## config.mk

```make
export PLATFORM = sky130hd
export DESIGN_NAME = vc_rr_arbiter
export DESIGN_NICKNAME = d
export VERILOG_FILES = /design/src/rtl/vc_arb_pkg.sv /design/src/rtl/rr_picker.sv /design/src/rtl/vc_rr_arbiter.sv
export SDC_FILE = /design/constraint.sdc
export NUM_CORES = 1
export LEC_CHECK = 0
export CORE_UTILIZATION = 43
export CTS_CLUSTER_DIAMETER = 150
export DETAILED_ROUTE_END_ITERATION = 16
export PLACE_DENSITY_LB_ADDON = 0.15
export RECOVER_POWER = 100
export SLEW_MARGIN = 20
export SYNTH_ARGS = -nofsm -noshare
export SYNTH_HDL_FRONTEND = slang
export SYNTH_SLANG_ARGS = --single-unit
```

## constraint.sdc

```tcl
create_clock -name clk -period 2.8 [get_ports clk]
set_input_delay 0.42 -clock clk [delete_from_list [all_inputs] [get_ports clk]]
set_output_delay 0.42 -clock clk [all_outputs]
set_load 0.02 [all_outputs]
```

## src/rtl/vc_arb_pkg.sv

```systemverilog
// vc_arb_pkg: shared state encoding and width helpers for the credit-link arbiter
package vc_arb_pkg;
    typedef enum logic {IDLE, LOCK} state_t;
    function automatic int cnt_w(input int credits);
        return $clog2(credits + 1);
    endfunction
    function automatic int id_w(input int n);
        return (n > 1) ? $clog2(n) : 1;
    endfunction
endpackage

```

## src/rtl/rr_picker.sv

```systemverilog
// rr_picker: combinational round-robin priority encoder starting at rr_ptr
module rr_picker
    import vc_arb_pkg::*;
#(
    parameter int NUM_REQ = 4
)(
    input  logic [NUM_REQ-1:0]        req_valid,
    input  logic [id_w(NUM_REQ)-1:0]  rr_ptr,
    output logic [id_w(NUM_REQ)-1:0]  winner,
    output logic                      any_valid
);
    localparam int IW = id_w(NUM_REQ);
    logic [2*NUM_REQ-1:0] dbl;
    logic [NUM_REQ-1:0]   rot;
    logic [IW-1:0]        off;
    logic [IW:0]          sum;
    // rotate so rr_ptr lands at bit 0, then take the lowest set bit
    assign dbl = {req_valid, req_valid} >> rr_ptr;
    assign rot = dbl[NUM_REQ-1:0];
    always_comb begin
        off = '0;
        for (int i = NUM_REQ - 1; i >= 0; i--) off = rot[i] ? IW'(i) : off;
    end
    assign sum       = {1'b0, rr_ptr} + {1'b0, off};
    assign winner    = (sum >= (IW+1)'(NUM_REQ)) ? IW'(sum - (IW+1)'(NUM_REQ)) : sum[IW-1:0];
    assign any_valid = |req_valid;
endmodule

```

## src/rtl/vc_rr_arbiter.sv

```systemverilog
// vc_rr_arbiter: round-robin burst arbiter feeding a credit-flow-controlled link
module vc_rr_arbiter
    import vc_arb_pkg::*;
#(
    parameter int NUM_REQ   = 4,
    parameter int DATA_W    = 8,
    parameter int CREDITS   = 7,
    parameter int MAX_BURST = 4
)(
    input  logic                        clk,
    input  logic                        reset_n,
    input  logic [NUM_REQ-1:0]          req_valid,
    input  logic [NUM_REQ*DATA_W-1:0]   req_data,
    output logic [NUM_REQ-1:0]          req_ready,
    output logic                        tx_valid,
    output logic [DATA_W-1:0]           tx_data,
    input  logic                        credit_in,
    output logic [cnt_w(CREDITS)-1:0]   credits_avail,
    output logic [id_w(NUM_REQ)-1:0]    grant_id,
    output logic                        busy,
    output logic                        credit_err
);
    localparam int IW = id_w(NUM_REQ);
    localparam int CW = cnt_w(CREDITS);
    localparam int BW = $clog2(MAX_BURST + 1);
    state_t            state;
    logic [IW-1:0]     owner, rr_ptr, winner;
    logic [BW-1:0]     beat_cnt;
    logic              any_valid, ready_en, xfer, last_beat;
    logic [DATA_W-1:0] owner_data;
    rr_picker #(.NUM_REQ(NUM_REQ)) u_picker (
        .req_valid (req_valid),
        .rr_ptr    (rr_ptr),
        .winner    (winner),
        .any_valid (any_valid)
    );
    assign ready_en  = (state == LOCK) && (credits_avail != '0);
    assign req_ready = ready_en ? (NUM_REQ'(1) << owner) : '0;
    assign xfer      = ready_en && req_valid[owner];
    assign last_beat = beat_cnt == BW'(MAX_BURST - 1);
    assign grant_id  = owner;
    assign busy      = state == LOCK;
    always_comb begin
        owner_data = '0;
        for (int i = 0; i < NUM_REQ; i++) owner_data = (owner == IW'(i)) ? req_data[i*DATA_W +: DATA_W] : owner_data;
    end
    always_ff @(posedge clk or negedge reset_n) begin
        if (!reset_n) begin
            state         <= IDLE;
            rr_ptr        <= '0;
            owner         <= '0;
            beat_cnt      <= '0;
            credits_avail <= CW'(CREDITS);
            tx_valid      <= 1'b0;
            tx_data       <= '0;
            credit_err    <= 1'b0;
        end else begin
            tx_valid <= xfer;
            if (xfer) tx_data <= owner_data;
            if (xfer && !credit_in) credits_avail <= credits_avail - 1'b1;
            else if (!xfer && credit_in) begin
                if (credits_avail == CW'(CREDITS)) credit_err <= 1'b1;
                else credits_avail <= credits_avail + 1'b1;
            end
            if (state == IDLE) begin
                if (any_valid) begin
                    state    <= LOCK;
                    owner    <= winner;
                    beat_cnt <= '0;
                end
            end else if (!req_valid[owner] || (xfer && last_beat)) begin
                state  <= IDLE;
                rr_ptr <= (owner == IW'(NUM_REQ - 1)) ? '0 : owner + 1'b1;
            end else if (xfer) beat_cnt <= beat_cnt + 1'b1;
        end
    end
endmodule

```

; ---- After elaboration in Yosys (flattened, before gate mapping)
; Cells that the tools add are included.
[totals]
wordCells = 70
ramBits = 0
n_memories = 0
inputBits = 39
register_bits = 21
output_inout_bits = 20
latch_bits = 0
rom_bits = 0
[op_classes]
mul = 0
n_eq_ne = 8
magnitude_cmp = 2
muxes = 23
n_shift = 2
n_bitwise = 2
reduce_logical = 19
n_addsub = 6
n_div = 0
[ops]
columns = operator, n
row1 = $mux 8, 4
row2 = $mux 3, 7
row3 = $mux 2, 6
row4 = $shr 8x2->4, 1
row5 = $add 3x1->3 const B, 2
row6 = $reduce_and 2->1, 3
row7 = $reduce_and 3->1, 2
row8 = $logic_and 1x1->1, 5
row9 = $eq 2x2->1 const B, 2
row10 = $mux 1, 4
row11 = $mux 4, 1
row12 = $ne 2x2->1 const B, 2
row13 = $reduce_bool 2->1, 2
row14 = $reduce_or 4->1, 1
row15 = $shl 1x2->4 const A, 1
row16 = $add 2x2->3, 1
row17 = $eq 3x2->1 const B, 1
row18 = $eq 3x3->1 const B, 1
row19 = $ge 3x3->1 const B, 1
row20 = $logic_not 1->1, 3
row21 = $lt 2x3->1 const B, 1
row22 = $reduce_bool 3->1, 1
row23 = $sub 3x1->3 const B, 1
row24 = $add 2x1->2 const B, 1
row25 = 7 further kinds, 8

; ---- Longest topological paths before layout
; Gate-level depths: netlist of the first run.
[depth]
ltp_word = 8
ltp_mapped = 12
depth_no_buf = 10

; ---- Hierarchy
; A second synthesis of the first run with hierarchy kept.
[unflattened]
hier_cells = 171
area_unflattened_um2 = 1562.7
[by_module_without_submodules]
columns = module, cells_each, n_inst, seq_area_each_um2, area_each_um2
row1 = vc_rr_arbiter, 144, 1, 529.3, 1383.8
row2 = rr_picker, 27, 1, 0.0, 178.9

; ---- Worst setup path after synthesis of the first run
; OpenSTA, ideal clock, no wires.
[synth_path]
path_type = flip-flop to flip-flop
start = register owner[1], in the netlist grant_id[1]
end = register credits_avail[2]
synth_period_minus_slack_ns = 2.383
setup_time_ns = 0.086
path_slack_ns = 0.417
n_path_buf = 1
arrival_time_ns = 2.296
path_stages_with_launch = 12
required_ns = 2.714
path_cell_list = dfrtp_1 > mux4_2 > nand2_1 > buf_2 > inv_1 > ha_1 > inv_1 > fa_1 > a211oi_1 > a21oi_1 > o21ai_0 > o31ai_1
[synth_via]
elab_chain_len = 7
word_cells_on_any_way = 10
cone_classes = 1 x eq/ne / 3 x mux / 6 x reduce/logical
[synth_rtl]
columns = element, line
row1 = "start, declared", vc_rr_arbiter.sv:27  ; logic [IW-1:0] owner, rr_ptr, winner;
row2 = "start signal, assigned", vc_rr_arbiter.sv:68  ; owner <= winner;
row3 = $bmux 1 s2 (*), vc_rr_arbiter.sv:39  ; assign xfer = ready_en && req_valid[owner];
row4 = $mux 1 (not written as such) (*), vc_rr_arbiter.sv:39
row5 = $logic_and 1x1->1 (*), vc_rr_arbiter.sv:39
row6 = named net xfer, vc_rr_arbiter.sv:29  ; logic any_valid, ready_en, xfer, last_beat;
row7 = $logic_not 1->1, vc_rr_arbiter.sv:61  ; else if (!xfer && credit_in) begin
row8 = $logic_and 1x1->1, vc_rr_arbiter.sv:61
row9 = $reduce_bool 2->1 (no source line), -
row10 = $reduce_and 2->1 (no source line), -
row11 = "end signal, assigned", vc_rr_arbiter.sv:53  ; credits_avail <= CW'(CREDITS);
row12 = "end signal, assigned", vc_rr_arbiter.sv:60  ; if (xfer && !credit_in) credits_avail <= credits_avail - 1'b1;
row13 = "end signal, assigned", vc_rr_arbiter.sv:63  ; else credits_avail <= credits_avail + 1'b1;
row14 = "end, declared", vc_rr_arbiter.sv:18  ; output logic [cnt_w(CREDITS)-1:0] credits_avail,
; The timed path passes the listed nets; every way through them passes the cells marked *. The select of a mux whose other input is x is not followed.
; A chain may end at the register's enable or synchronous reset.

; ---- Final worst setup path of the first run
[layout_path]
start = register owner[1], in the netlist grant_id[1]
end = output port req_ready[1]
[layout_via]
elab_chain_len = 2
[layout_rtl]
columns = element, line
row1 = $shl 1x2->4, vc_rr_arbiter.sv:38  ; assign req_ready = ready_en ? (NUM_REQ'(1) << owner) : '0;
row2 = $mux 4, vc_rr_arbiter.sv:38
row3 = "end, declared", vc_rr_arbiter.sv:14  ; output logic [NUM_REQ-1:0] req_ready,
; No other way between the ends.

==> out/metrics.cfg, run 1 <==
[critical_path]
longest_individual_stage_delay_on_the_worst_path_ns = 0.68
critPathMaxFanout = 13
timing.critical_path.cells = inv_1 > ha_1 > and2_1 > dlygate4sd3_1
worst-endpoint-arrival_ns = 2.16
worst-endpoint-required_ns = 2.38
end_kind = primary output
critical-path-slowest-cell = dlygate4sd3_1
crit_path_start_kind = flop
cp_top_family = buffers and inverters
crit_buf_inv = 2
setup.worst_path.start = grant_id[1]
timing.rr.start = credits_avail[0]
worst-setup-path-type = flop to primary output

[detailed_routing]
routed-via-count = 1450
detail-route-antenna-nets = 0
drt_first_iter_violations = 69
postRouteWirelength_um = 3730
drt-pass1-iter-count = 4
drc_errors = 0
vias_per_cell = 5.37
routed_wire_length_per_instance_um = 13.8

[clock_network]
h-tree-depth = 1
clk_path_buf_depth = 2
post_cts_hold_fix_bufs = 0
tritoncts_clock_tree = done
cts_num_sinks = 21
postCtsSetupBuffers = 0
insertion_delay_to_the_later_sink_of_the_worst_skew_pair_ns = 0.31
tritoncts.num_buffers = 3
cts.repair.resized = 0
clock-root-buffer = clkbuf_4
clk_transition_reported_paths_ns = 0.12

[timing]
period_share_pct = 92.0
skew_ns = 0.00903
setup-tns-final_ns = 0
setup-violations-final = 0
grt_setup_unrepaired = false
tightestPinTransition_ns = 0.934
max_freq_ghz = 0.388
fin_ws_ns = 0.224
timing_hold_violations_final = 0
slew-limit-headroom_pct = 37.6
min_period_ns = 2.58
maxSlewViolCount = 0

[finish]
final_net_count = 276
layout-drive-gt1-share_pct = 7.96
utilization_pct = 67.3
antenna_cells = 0
syn2layout_area_growth_pct = 44.9
finish.instance_area_um2 = 2120

[global_route]
overflow = 0
global_route.usage.met2_pct = 38.5
grt_pass1_wl_um = 6130
busiest_layer = met2
grt.met3_usage_pct = 4.26
grt_start_max_net_pins = 22
grt_antenna_before_repair = 0
grtUsageTotal_pct = 22.5
grt_pass1_vias = 1395
grt.met1_usage_pct = 27.6

[power_and_ir_drop]
power.density_cell_area_nw_per_um2 = 1010
power.ir.vdd_worst_mv = 0.525
p_leak_nw = 0.937
fin_total_pwr_w = 0.00214

[placed_design]
port-buffer-count = 58
gp_congestion = 0.809
detailedPlacementHpwl_um = 2990
placed_cell_area_um2 = 2100
dpl_worst_slack_ns = 0.202

[floorplanning]
start_util_pct = 46.4
rows = 20
placeableCoreArea_um2 = 3150
die_height_um = 60.3
ioPinCount = 59
die_w_um = 60.3
dieArea_um2 = 3640

[synthesis]
synth.ff_latch_count = 21
yosys_warnings = 0
netlist_top_cells_area = dfrtp_1, ha_1, dfstp_2
synthesis.instances = 166
netlist.top_cell.by_area = dfrtp_1
yosysSeqAreaShare_pct = 36.2
synthesis.area_per_instance_um2 = 8.82
number_of_enable_type_register_cells_in_the_synthesized_netlist = 0
synth.net_count = 215
dominantRegCellSynth = dfrtp_1
synth.distinct_cells = 42
yosysTopAreaCellShare_pct = 30.8
synth_area_um2 = 1460
fraction_of_registers_with_async_set_or_reset_after_synthesis_pct = 100

[job]
max_cap_viol_count = 0

[worst_hold_path]
critical_hold_path_startpoint = credit_err
path_category_of_the_worst_min_delay_check = flop to flop

[status]
run_status = finished, final reports clean

==> cell type report <==
class	count	area, µm²
Fill cell	262	1030
Multi-Input combinational cell	118	817
Timing Repair Buffer	65	626
Sequential cell	21	529
Inverter	18	67.6
Tap cell	44	55.1
Clock buffer	4	26.3
==> routing by layer <==
layer  part of all wire (%)  wire (µm)
met1                     43       1610
met2                     49       1820
met3                    5.9        220
met4                    2.2         81
met5                      0          0
==> metrics by stage <==
step	hold slack, ns	std cells
2_1_floorplan	0.124	166
3_3_place_gp	0.453	266
3_5_place_dp	0.461	266
4_1_cts	0.487	270
5_1_grt	0.502	270
6_report	0.475	270
==> worst paths after layout <==
check | end | slack (ns) | depth (start not counted)
worst max-delay path | req_ready[1] | 0.22 | 4
worst min-delay path | credit_err | 0.47 | 1
worst max register to register | credits_avail[2] | 0.45 | 10
worst min register to register | credit_err | 0.47 | 1
max in group asynchronous | tx_data[2] | 1.55 | 1
min in group asynchronous | beat_cnt[0] | 0.68 | 1
==> Yosys cell counts, types with 2 or more instances <==
master / count
o21ai_0: 15
mux2_2: 2
buf_2: 2
or2_2: 2
o21ai_1: 2
a221o_1: 5
nor2_1: 3
nand2_1: 17
clkbuf_1: 4
o211ai_1: 4
dfstp_2: 3
o22ai_1: 2
a31oi_1: 2
o31ai_1: 3
ha_1: 9
a22oi_1: 8
inv_1: 18
and2_1: 5
xor2_1: 2
dfrtp_1: 18
and2b_2: 2
nor3b_1: 2
nor2b_1: 3
a21oi_1: 15
==> placed cells by master, fill, tap and decap left out, types with 2 or more instances in the layout <==
| cell type | netlist | layout |
|---|---|---|
| dfstp_2 | 3 | 2 |
| nor3b_1 | 2 | 2 |
| nor2b_1 | 3 | 3 |
| nor2_1 | 3 | 4 |
| inv_1 | 18 | 18 |
| dlygate4sd3_1 | 0 | 22 |
| and2b_2 | 2 | 2 |
| o211ai_1 | 4 | 4 |
| clkbuf_4 | 0 | 3 |
| o22ai_1 | 2 | 2 |
| a31oi_1 | 2 | 2 |
| ha_1 | 9 | 9 |
| clkbuf_1 | 4 | 3 |
| xor2_1 | 2 | 2 |
| nand2_1 | 17 | 17 |
| a221o_1 | 5 | 5 |
| buf_4 | 1 | 5 |
| o31ai_1 | 3 | 3 |
| a21oi_1 | 15 | 15 |
| dfrtp_1 | 18 | 18 |
| o21ai_0 | 15 | 17 |
| clkdlybuf4s50_1 | 0 | 36 |
| and2_1 | 5 | 4 |
| or2_2 | 2 | 2 |
| a22oi_1 | 8 | 8 |
| mux2_2 | 2 | 2 |
==> sequential cells by signal, summed over array words and instances, names as in the netlist <==
register	count
credit_err	1
beat_cnt	3
grant_id	2
busy	1
tx_valid	1
tx_data	8
credits_avail	3
rr_ptr	2
==> logic make-up (layout without fill, tap and decap cells) <==
logic type	Yosys count	count (layout)	share of synthesized area, %
adders and majority gates	10	10	9.06
AOI/OAI and AO/OA	62	62	27.3
and+or+nand+nor	40	40	14.7
buffers and inverters	27	87	7.86
DFF	21	21	36.2
muxes	4	4	3.76
xor gates and xnor gates	2	2	1.20
==> report_power, final <==
part	total [W]	switching, W	internal (W)
sequential	0.000615	0.000157	0.000458
combinational	0.00137	0.000744	0.000626
clock	0.000150	0.0000947	0.0000556
total	0.00214	0.000995	0.00114
Power figures use the tool's default switching activity.
==> inputs of run 2 (changes only) <==
- PLACE_DENSITY: unset -> 0.8
- PLACE_DENSITY_LB_ADDON: 0.15 -> unset
==> run 2 against run 1 <==
  * Critical path depth is the same
  * Clock skew shrank 0.0073 ns
  * Register-to-register slack worse by 0.07 ns
  * Fmax rose by 1.4%
  * Sequential share of layout area barely moved
  * First-iteration DRC count is 25% higher
  * Routed wire length grew 5.5%
  * Count of clock-buffer cells in the layout is the same
  * Power rose by 1.4%
  * Final area shrank 0.18%
  * Cell count unchanged
  * Non-clock buffer count stayed put
  * Critical path type unchanged
  * Critical endpoint unchanged
==> out/metrics.cfg, run 2 (synthesis gave the netlist of run 1 again) <==
[critical_path]
worst-setup-path-type = flop to primary output
longest_individual_stage_delay_on_the_worst_path_ns = 0.67
crit_path_start_kind = flop
end_kind = primary output
critical-path-slowest-cell = dlygate4sd3_1
timing.critical_path.cells = inv_1 > ha_1 > and2_1 > dlygate4sd3_1
critPathMaxFanout = 13
cp_top_family = buffers and inverters
worst-endpoint-required_ns = 2.38
worst-endpoint-arrival_ns = 2.12
crit_buf_inv = 2

[power_and_ir_drop]
power_report.internal_total_w = 0.00114
power.clock.fraction_pct = 6.6
power.ir.vdd_worst_mv = 0.471
combinational_fraction_of_design_power_pct = 64.8
p_leak_nw = 0.933
total_switching_power_w = 0.00102
fin_total_pwr_w = 0.00216
sw_frac_of_total_pct = 47.2
power.density_cell_area_nw_per_um2 = 1020
power_frac_seq_pct = 28.6

[clock_network]
cts_num_sinks = 21
post_cts_hold_fix_bufs = 0
cts.repair.resized = 0
postCtsSetupBuffers = 0
tritoncts.num_buffers = 3
tritoncts_clock_tree = done
clk_path_buf_depth = 2
h-tree-depth = 1
clock-root-buffer = clkbuf_4
clk_transition_reported_paths_ns = 0.11
insertion_delay_to_the_later_sink_of_the_worst_skew_pair_ns = 0.30

[floorplanning]
die_w_um = 60.3
rows = 20
ioPinCount = 59
start_util_pct = 46.4
die_height_um = 60.3
placeableCoreArea_um2 = 3150
dieArea_um2 = 3640

[finish]
syn2layout_area_growth_pct = 44.6
final_net_count = 276
final_cell_count_no_fill = 270
layout-drive-gt1-share_pct = 7.96
layout.cells.most_common_list = clkdlybuf4s50_1, dlygate4sd3_1, inv_1, dfrtp_1, nand2_1
fillers = 279
layout.cells.most_common = clkdlybuf4s50_1
biggestRegsByFlops = tx_data: 8 flops, beat_cnt: 3 flops, credits_avail: 3 flops
flip_flop_count_of_the_largest_register_after_layout = 8
antenna_cells = 0
utilization_pct = 67.1
registers.top_by_ff_count = tx_data

[timing]
maxSlewViolCount = 0
setup-violations-final = 0
skew_ns = 0.00170
slew-limit-headroom_pct = 38.7
period_share_pct = 90.7
min_period_ns = 2.54
holdWs_ns = 0.485
timing_hold_violations_final = 0
tightestPinTransition_ns = 0.916
grt_setup_unrepaired = false
max_freq_ghz = 0.394
setup-tns-final_ns = 0

[global_route]
grt_start_max_net_pins = 22
grt_pass1_vias = 1403
grt_antenna_before_repair = 0
grt_pass1_wl_um = 6400
overflow = 0
grtUsageTotal_pct = 23.5

[detailed_routing]
drt-pass1-iter-count = 4
drt_first_iter_violations = 86
detail-route-antenna-nets = 0
routed_wire_length_per_instance_um = 14.6
postRouteWirelength_um = 3940
routed-via-count = 1465
drc_errors = 0
vias_per_cell = 5.43

[placed_design]
placedCellCount = 266
detailedPlacementHpwl_um = 3110
port-buffer-count = 58
gp_congestion = 0.794

[job]
max_cap_viol_count = 0

[worst_hold_path]
path_category_of_the_worst_min_delay_check = flop to flop

[status]
run_status = finished, final reports clean

run 2: cell count changes in the layout (fill, tap and decap cells not counted):
cell,before,now
o21ai_0,17,15
o21ai_1,0,2
buf_4,5,4
clkbuf_1,3,4
dfstp_1,1,0
dfstp_2,2,3
run 2: final cells by class:
type	instances	area [µm²]	share of cell area (%)
clock buffers	4	26.3	1.24
inverters	18	67.6	3.19
multi-input cells	118	817	38.6
flip-flops and latches	21	529	25.0
well taps	44	55.1	2.60
repair buffers	65	622	29.4
run 2: power by group through the flow:
stage | Sequential, W | Clock, W | Combinational (W)
floorplan | 0.000708 | 0 | 0.000829
global placement | 0.000616 | 0 | 0.00140
detailed placement | 0.000628 | 0 | 0.00146
CTS | 0.000620 | 0.000145 | 0.00147
global route | 0.000644 | 0.000158 | 0.00156
finish | 0.000618 | 0.000143 | 0.00140
run 2: per-layer routing:
layer | share of wire, % | global-route usage, %
met1 | 43 | 31.5
met2 | 51 | 37.8
met3 | 3.8 | 3.20
met4 | 2.0 | 10.6
met5 | 0 | 0
run 2: through the flow:
step           worst slack [ns]  instance area, µm²
2_1_floorplan             0.417                1460
3_3_place_gp              0.284                2100
3_5_place_dp              0.142                2100
4_1_cts                   0.311                2130
5_1_grt                   0.103                2120
6_report                  0.259                2120
run 2: worst min-delay path, cell delays in order (launching register included):
cell and delay, ns:
dfrtp_1 0.35, nand2_1 0.05, o21ai_0 0.06
run 2: final timing paths:
check	cells past startpoint	to	start	slack [ns]
worst min register to register	2	tx_data[6]	tx_data[6]	0.49
worst max register to register	10	credits_avail[2]	credits_avail[1]	0.38
min in group asynchronous	1	credit_err	reset_n	0.69
worst max-delay path	4	req_ready[1]	grant_id[1]	0.26
max in group asynchronous	1	beat_cnt[0]	reset_n	1.56
worst min-delay path	2	tx_data[6]	tx_data[6]	0.49
==> inputs of run 3 (changes only) <==
- ABC_AREA: unset -> 1
- CELL_PAD_IN_SITES_DETAIL_PLACEMENT: unset -> 1
- CELL_PAD_IN_SITES_GLOBAL_PLACEMENT: unset -> 1
- CORE_UTILIZATION: 43 -> 30
- PLACE_DENSITY: 0.8 -> unset
- PLACE_DENSITY_LB_ADDON: unset -> 0.1
==> run 3 against run 2 <==
  * Cell count grew 21%
  * Sequential power is essentially flat
  * Critical path depth grew 1
  * Hold slack lost 0.0076 ns
  * First-iteration DRC count shrank 35%
  * Fmax shrank 0.95%
  * Via count grew 3.5%
  * Critical path type unchanged
  * Utilization shrank 21 points
==> out/metrics.cfg, run 3 <==
[power_and_ir_drop]
power.density_cell_area_nw_per_um2 = 1160
power_frac_seq_pct = 24.4
power.clock.fraction_pct = 8.2
total_switching_power_w = 0.00126
power_report.internal_total_w = 0.00126
combinational_fraction_of_design_power_pct = 67.4
fin_total_pwr_w = 0.00252
sw_frac_of_total_pct = 50.0
power.ir.vdd_worst_mv = 0.399
p_leak_nw = 0.987

[timing]
timing_hold_violations_final = 0
setup-tns-final_ns = 0
grt_setup_unrepaired = false
period_share_pct = 91.6
maxSlewViolCount = 0
skew_ns = 0.00498
holdWs_ns = 0.478
min_period_ns = 2.56
fin_ws_ns = 0.235
setup-violations-final = 0
slew-limit-headroom_pct = 20.9
max_freq_ghz = 0.390
tightestPinTransition_ns = 1.19

[finish]
finish.instance_area_um2 = 2190
layout-drive-gt1-share_pct = 10.4
syn2layout_area_growth_pct = 46.7
layout.cells.most_common_list = nand2_1, clkdlybuf4s50_1, dlygate4sd3_1, a21oi_1, dfrtp_1
antenna_cells = 0
layout.cells.most_common = nand2_1
registers.top_by_ff_count = tx_data
flip_flop_count_of_the_largest_register_after_layout = 8
final_net_count = 309
biggestRegsByFlops = tx_data: 8 flops, beat_cnt: 3 flops, credits_avail: 3 flops

[critical_path]
cp_top_family = buffers and inverters
worst-r2r-setup-slack_ns = 0.44
setup.worst_path.start = grant_id[0]
critPathMaxFanout = 9
timing.critical_path.cells = inv_2 > ha_1 > clkinv_1 > nor2_1 > clkdlybuf4s50_1
crit_path_start_kind = flop
worst-endpoint-required_ns = 2.38
worst_r2r_endpoint = credits_avail[2]
timing.rr.start = credits_avail[1]
worst-endpoint-arrival_ns = 2.14
reg2reg_depth = 10
longest_individual_stage_delay_on_the_worst_path_ns = 0.62
end_kind = primary output
cp_num_cells = 5
worst-setup-path-type = flop to primary output
critical-path-slowest-cell = clkdlybuf4s50_1
crit_buf_inv = 3

[placed_design]
detailedPlacementHpwl_um = 3460
gp_congestion = 0.697
dpl_worst_slack_ns = 0.120
port-buffer-count = 58
placed_cell_area_um2 = 2180

[clock_network]
cts_num_sinks = 21
postCtsSetupBuffers = 0
post_cts_hold_fix_bufs = 0
cts.repair.resized = 0
clk_transition_reported_paths_ns = 0.08
clk_path_buf_depth = 2
insertion_delay_to_the_later_sink_of_the_worst_skew_pair_ns = 0.26
h-tree-depth = 1
clock-root-buffer = clkbuf_8
tritoncts_clock_tree = done
tritoncts.num_buffers = 3

[global_route]
grtUsageTotal_pct = 17.2
overflow = 0
grt_pass1_vias = 1504
grt_pass1_wl_um = 7080
grt_start_max_net_pins = 22
grt_antenna_before_repair = 0

[detailed_routing]
detail-route-antenna-nets = 0
drt_first_iter_violations = 56
routed-via-count = 1516
routed_wire_length_per_instance_um = 13.2
drt-pass1-iter-count = 4
vias_per_cell = 4.65
postRouteWirelength_um = 4310
drc_errors = 0

[synthesis]
netlist_top_cells_area = dfrtp_1, nand2_1, ha_1
yosys_warnings = 0
synthesis.area_per_instance_um2 = 7.68
synthesis.instances = 194
synth.cells.most_frequent = nand2_1, a21oi_1, dfrtp_1
synth.distinct_cells = 28
synth_area_um2 = 1490
synth.net_count = 243
yosysSeqAreaShare_pct = 35.5
number_of_enable_type_register_cells_in_the_synthesized_netlist = 0
most_used_standard_cell_by_instance_count_after_synthesis = nand2_1
synth.ff_latch_count = 21
yosysTopAreaCellShare_pct = 30.2
fraction_of_registers_with_async_set_or_reset_after_synthesis_pct = 100
dominantRegCellSynth = dfrtp_1
netlist.top_cell.by_area = dfrtp_1

[worst_hold_path]
hold_path_endpoint = credit_err
critical_hold_path_startpoint = credit_err
path_category_of_the_worst_min_delay_check = flop to flop
min_path_cells = 1

[floorplanning]
ioPinCount = 59
die_height_um = 72.5
rows = 25
dieArea_um2 = 5250
die_w_um = 72.5
start_util_pct = 31.3
placeableCoreArea_um2 = 4750

[status]
run_status = finished, final reports clean

[job]
max_cap_viol_count = 0

run 3: logic make-up after synthesis:
| family | share of synthesized area, % |
|---|---|
| compound gates | 18.6 |
| xor+xnor | 1.18 |
| buf+inv | 6.63 |
| flops | 35.5 |
| fa+ha+maj | 8.90 |
| simple gates | 29.1 |
run 3: routing by layer:
layer  up-vias  wire length, µm  track usage [%]
met3         4              268             4.44
li1        776                -                -
met5         -                0                0
met2        39             1980             28.5
met1       697             2040             23.1
met4         0               16             1.96
run 3: worst max-delay path by stage:
stage,endpoint,slack (ns)
after detailed placement,credits_avail[2],0.12
after floorplan,credits_avail[2],0.45
after global routing,credits_avail[2],0.09
final,req_ready[2],0.24
after global placement,credits_avail[2],0.21
after CTS,req_ready[2],0.20
run 3: stage by stage:
stage,instances,util [%]
final,326,46.0
after global routing,326,46.0
after CTS,326,46.9
after detailed placement,322,45.9
after global placement,322,45.9
after floorplan,194,-
run 3: power groups by stage:
stage	logic, W	clock network [W]	registers (W)
after floorplan	0.00105	0	0.000749
after global placement	0.00182	0	0.000632
after detailed placement	0.00184	0	0.000637
after CTS	0.00185	0.000213	0.000632
after global routing	0.00192	0.000225	0.000646
final	0.00170	0.000206	0.000616
run 3: cell type report:
class / count / area [µm²]
flip-flops and latches: 21 / 529
well taps: 67 / 83.8
multi-input cells: 149 / 833
repair buffers: 64 / 614
fillers: 604 / 2570
inverters: 21 / 80.1
clock buffers: 4 / 45.0
run 3: worst register-to-register path, stage by stage (launching register included):
cell and delay (ns):
dfstp_2 0.56, inv_1 0.09, nand2_4 0.10, nand4_1 0.15, clkinvlp_2 0.13, ha_1 0.20
inv_1 0.06, fa_1 0.37, or2_2 0.28, a21oi_1 0.19, xor2_1 0.16
